==> src/rtl/rld_pkg.sv <==
// rld_pkg: mode encodings, per-channel state encoding and RUN_LEN limits for run_length_detector.
package rld_pkg;
  localparam int RLD_MODE_BOTH = 0;
  localparam int RLD_MODE_ZERO = 1;
  localparam int RLD_MODE_ONE = 2;
  localparam int RLD_RUN_LEN_MIN = 2;
  localparam int RLD_RUN_LEN_MAX = 255;
  typedef enum logic [2:0] {
    EMPTY = 3'b001,
    RUN = 3'b010,
    DET = 3'b100
  } rld_state_t;
  function automatic logic mode_ok(input int mode, input logic v);
    return mode == RLD_MODE_BOTH || (mode == RLD_MODE_ZERO && !v) || (mode == RLD_MODE_ONE && v);
  endfunction
endpackage

==> src/rtl/rld_channel.sv <==
// rld_channel: one channel's run counter, last-value register and detect/pulse flags.
// RUN_COUNT_OUT_EN exposes the saturated run count on cnt.
module rld_channel
  import rld_pkg::*;
#(
  parameter int RUN_LEN = 4,
  parameter int MODE = RLD_MODE_BOTH,
  parameter int CNT_W = $clog2(RUN_LEN + 1)
) (
  input  logic clk,
  input  logic rst,
  input  logic w,
  input  logic valid,
  input  logic clr,
  output logic s,
  output logic z,
  output logic pulse
`ifdef RUN_COUNT_OUT_EN
  ,
  output logic [CNT_W-1:0] cnt
`endif
);
  localparam logic [CNT_W-1:0] FULL = CNT_W'(RUN_LEN);
  rld_state_t st, st_n;
  logic [CNT_W-1:0] count, count_n;
  logic last, last_n, s_n, pulse_n, restart;
  always_comb begin
    restart = st == EMPTY || w != last;
    last_n = clr ? 1'b0 : valid ? w : last;
    count_n = clr ? '0 : !valid ? count : restart ? CNT_W'(1) : count == FULL ? count : count + 1'b1;
    st_n = count_n == '0 ? EMPTY : count_n == FULL ? DET : RUN;
    s_n = clr ? 1'b0 : valid ? count_n == FULL && mode_ok(MODE, last_n) : s;
    pulse_n = s_n & ~s;
  end
  always_ff @(posedge clk or posedge rst) begin
    if (rst) begin
      st <= EMPTY;
      count <= '0;
      last <= 1'b0;
      s <= 1'b0;
      pulse <= 1'b0;
    end else begin
      st <= st_n;
      count <= count_n;
      last <= last_n;
      s <= s_n;
      pulse <= pulse_n;
    end
  end
  // The run value register doubles as the z output: both load w on every valid sample.
  assign z = last;
`ifdef RUN_COUNT_OUT_EN
  assign cnt = count;
`endif
endmodule

==> src/rtl/run_length_detector.sv <==
// run_length_detector: per-channel detector of RUN_LEN equal consecutive valid samples.
// RUN_COUNT_OUT_EN adds the cnt port carrying each channel's saturated run length.
module run_length_detector
  import rld_pkg::*;
#(
  parameter int NCH = 1,
  parameter int RUN_LEN = 4,
  parameter int MODE = RLD_MODE_BOTH,
  parameter int CNT_W = $clog2(RUN_LEN + 1)
) (
  input  logic clk,
  input  logic rst,
  input  logic [NCH-1:0] w,
  input  logic [NCH-1:0] valid,
  input  logic clr,
  output logic [NCH-1:0] s,
  output logic [NCH-1:0] z,
  output logic [NCH-1:0] pulse
`ifdef RUN_COUNT_OUT_EN
  ,
  output logic [NCH*CNT_W-1:0] cnt
`endif
);
  if (RUN_LEN < RLD_RUN_LEN_MIN || RUN_LEN > RLD_RUN_LEN_MAX || MODE < RLD_MODE_BOTH || MODE > RLD_MODE_ONE) begin : g_bad
    $error("run_length_detector: RUN_LEN or MODE out of range");
  end
  for (genvar g = 0; g < NCH; g++) begin : g_ch
    rld_channel #(
      .RUN_LEN(RUN_LEN),
      .MODE(MODE),
      .CNT_W(CNT_W)
    ) u_ch (
      .clk(clk),
      .rst(rst),
      .w(w[g]),
      .valid(valid[g]),
      .clr(clr),
      .s(s[g]),
      .z(z[g]),
      .pulse(pulse[g])
`ifdef RUN_COUNT_OUT_EN
      ,
      .cnt(cnt[g*CNT_W+:CNT_W])
`endif
    );
  end
endmodule

==> config.mk <==
export PLATFORM = sky130hd
export DESIGN_NAME = run_length_detector
export DESIGN_NICKNAME = d
export VERILOG_FILES = /design/src/rtl/rld_pkg.sv /design/src/rtl/rld_channel.sv /design/src/rtl/run_length_detector.sv
export SDC_FILE = /design/constraint.sdc
export NUM_CORES = 1
export LEC_CHECK = 0
export BUFFER_PORTS_ARGS = -buffer_cell sky130_fd_sc_hd__buf_4
export CORE_AREA = 2 2 39 41
export CTS_BUF_LIST = sky130_fd_sc_hd__clkbuf_8
export DETAILED_ROUTE_END_ITERATION = 8
export DIE_AREA = 0 0 41 43
export PLACE_DENSITY_LB_ADDON = 0.05
export SYNTH_ARGS = -nofsm -noshare
export SYNTH_HDL_FRONTEND = slang
export SYNTH_HIERARCHICAL = 1
export SYNTH_SLANG_ARGS = --single-unit
==> constraint.sdc <==
create_clock -name clk -period 2.85 [get_ports clk]
set_clock_uncertainty 0.1 [all_clocks]
set_input_delay 0.4275 -clock clk [delete_from_list [all_inputs] [get_ports clk]]
set_output_delay 0.4275 -clock clk [all_outputs]
set_load 0.01 [all_outputs]
==> out/qor.txt <==
area of the mapped netlist - 442 µm²
largest net degree at the start of global routing - 10
RSZ-0062 raised after global routing - no
Avg WL per Cell - 11.3 µm
initial core utilization - 31.9%
DR vias - 310
clk_lat worst skew - 0.23 ns
worst path buffer plus inverter count - 1
Filler cells - 149
CP endpoint kind - flip-flop
DRC violations left - 0
CP cell instances - inv_1 > ha_1 > nand2b_1 > mux2i_1 > nor2_1 > a32o_1
post-synthesis average cell area - 10.8 µm²
crit start category - flip-flop
Synth Instances - 41
Final Total Pwr - 0.000317 W
Max Clk Rate - 629 MHz
DRT antenna net count - 0
final WL - 744 µm
hpwl dp - 580 µm
I/O Pins - 8
Worst VDD drop - 0.000342 V
Layout Nets - 58
reg2reg path depth - 6
clock-pin slew on the worst setup and hold paths - 0.04 ns
Hold WS - 0.0617 ns
Slowest-stage cell, CP - dfrtp_1
antenna cells - 0
vias in the first global route - 316
die area - 0.00176 mm²
crit path DAT - 1.60 ns
Max transition margin - 78.6%
status - finished clean
leading cell type in the layout, fill and taps excluded - dfrtp_1
antenna violations before repair - 0
# port buffers - 7
Sink Count - 9
Synth area leaders - dfrtp_1, mux2i_1, dfstp_2, ha_1, inv_1
setup ws final - 1.26 ns
Synth top area share - 45.3%
flops & latches, synth - 9
DR vias/cell - 4.70
Starting DRT DRC Count - 1
flop2flop setup slack - 1.26 ns
floorplan die height - 43 µm
Fin. Hold Viols - 0
Post-Layout Cell Count - 66
leakage - 0.285 nW
root buffer cell - clkbuf_8
reg2reg end - g_ch[0].u_ch/s$_DFF_PP0_
Hold Crit Class - in -> async
Synth Net Count - 48
Area Growth Syn to Fin - 22.9%
Worst Tran Pin Value - 0.312 ns
placed insts - 62
Warnings, synthesis - 6
cts bufs inserted - 3
CTS resizes - 0
Core ar. - 0.00138 mm²
maxcap violations - 0
first-pass GRT wire length - 1260 µm
Reg2Reg Launch Point - g_ch[0].u_ch/count[0]$_DFF_PP0_
setup TNS - 0 ns
worst setup path start - g_ch[0].u_ch/count[0]$_DFF_PP0_
fin crit share - 55.8%
Routability Congestion - 0.642
Post-CTS Setup Bufs - 0
CP Max Fanout - 4
pre-CTS WS - 1.25 ns
Clock Path Buffers - 2
critical path's top delay family - flip-flops
CTS tree - built
Slew Limit Fails - 0
Tmin final - 1.59 ns
Tot GR Track Use - 11.2%
First-pass DRT Iterations - 4
commonest non-fill, non-tap cells in the layout - dfrtp_1, buf_4, inv_1
Congestion Overflow GR - 0
Power per Cell Area - 583 mW/mm²
layout cell share with drive strength beyond 1 - 26.0%
CP Data Required Time - 2.86 ns
biggest area consumer among synthesized cells - dfrtp_1
crit path kind - reg -> reg
setup violators final - 0
Die X - 41 µm
hold-fix buffers at CTS - 0
post-synthesis sequential area ratio - 51.3%
num rows - 14
# H-tree levels - 1
post-synth cell types - 22
CP max stage delay - 0.38 ns
[worst reg2reg max path, stage by stage (launching register included)]
cell and delay (ns):
dfrtp_1 0.38, inv_1 0.06, ha_1 0.20, nand2b_1 0.14, mux2i_1 0.26, nor2_1 0.11, a32o_1 0.23
[final cells by class]
cell class / instances / area (µm²) / area share (%)
Inverter: 4 / 15.0 / 2.76
Clock inverter: 1 / 3.75 / 0.691
Sequential cell: 9 / 226 / 41.7
Tap cell: 16 / 20.0 / 3.69
Timing Repair Buffer: 7 / 52.6 / 9.68
Clock buffer: 3 / 41.3 / 7.60
Multi-Input combinational cell: 26 / 184 / 33.9
[synthesized netlist by cell type]
| master | number |
|---|---|
| nor2_1 | 4 |
| a21oi_1 | 2 |
| nor3b_1 | 1 |
| clkbuf_2 | 1 |
| nand2_1 | 1 |
| inv_1 | 4 |
| dfrtp_1 | 8 |
| o21a_2 | 1 |
| and4b_1 | 1 |
| nand2b_1 | 1 |
| nor2b_1 | 1 |
| a31o_1 | 1 |
| and3_1 | 2 |
| mux2i_1 | 3 |
| ha_1 | 2 |
| nor3_1 | 2 |
| nand2_2 | 1 |
| xor2_1 | 1 |
| o21ai_1 | 1 |
| a32o_1 | 1 |
| buf_6 | 1 |
| dfstp_2 | 1 |
[routing by layer]
metal	global-route usage, %	part of all wire, %
met3	4.71	4.2
met5	0	0
met4	6.00	0
met2	15.6	55
met1	14.0	41
[registers in the layout (all words and copies together) (netlist names)]
register / flops
g_ch.u_ch/count: 3
g_ch.u_ch/pulse: 1
g_ch.u_ch/s: 1
g_ch.u_ch/st: 3
g_ch.u_ch/z: 1
[cells by family after synthesis]
| group | Yosys count | share of synthesized area (%) |
|---|---|---|
| AOI/OAI and AO/OA | 6 | 9.63 |
| xor gates and xnor gates | 1 | 1.98 |
| adders and majority gates | 2 | 5.66 |
| buffers and inverters | 6 | 7.08 |
| DFF | 9 | 51.3 |
| muxes | 3 | 6.80 |
| and+or+nand+nor | 14 | 17.6 |
[metrics by stage]
stage / area, µm² / util (%)
after floorplan: 442 / -
after global placement: 498 / 36.0
after detailed placement: 498 / 36.0
after CTS: 543 / 39.2
after global routing: 543 / 39.2
final: 543 / 39.2
[how the worst max path moves through the flow]
| stage | slack (ns) | endpoint | depth (start not counted) |
|---|---|---|---|
| 2_1_floorplan | 1.38 | g_ch[0].u_ch/s$_DFF_PP0_ | 6 |
| 3_3_place_gp | 1.29 | g_ch[0].u_ch/s$_DFF_PP0_ | 6 |
| 3_5_place_dp | 1.25 | g_ch[0].u_ch/s$_DFF_PP0_ | 6 |
| 4_1_cts | 1.24 | g_ch[0].u_ch/s$_DFF_PP0_ | 6 |
| 5_1_grt | 1.14 | g_ch[0].u_ch/s$_DFF_PP0_ | 6 |
| 6_report | 1.26 | g_ch[0].u_ch/s$_DFF_PP0_ | 6 |
[power by group]
| group | total (W) | internal, W | switching [W] | leakage [nW] |
|---|---|---|---|---|
| Clock | 0.000141 | 0.0000935 | 0.0000471 | 0.0269 |
| Sequential | 0.000139 | 0.000136 | 0.00000365 | 0.118 |
| Combinational | 0.0000369 | 0.0000167 | 0.0000202 | 0.141 |
No activity file was read; power rests on OpenSTA's default activity.
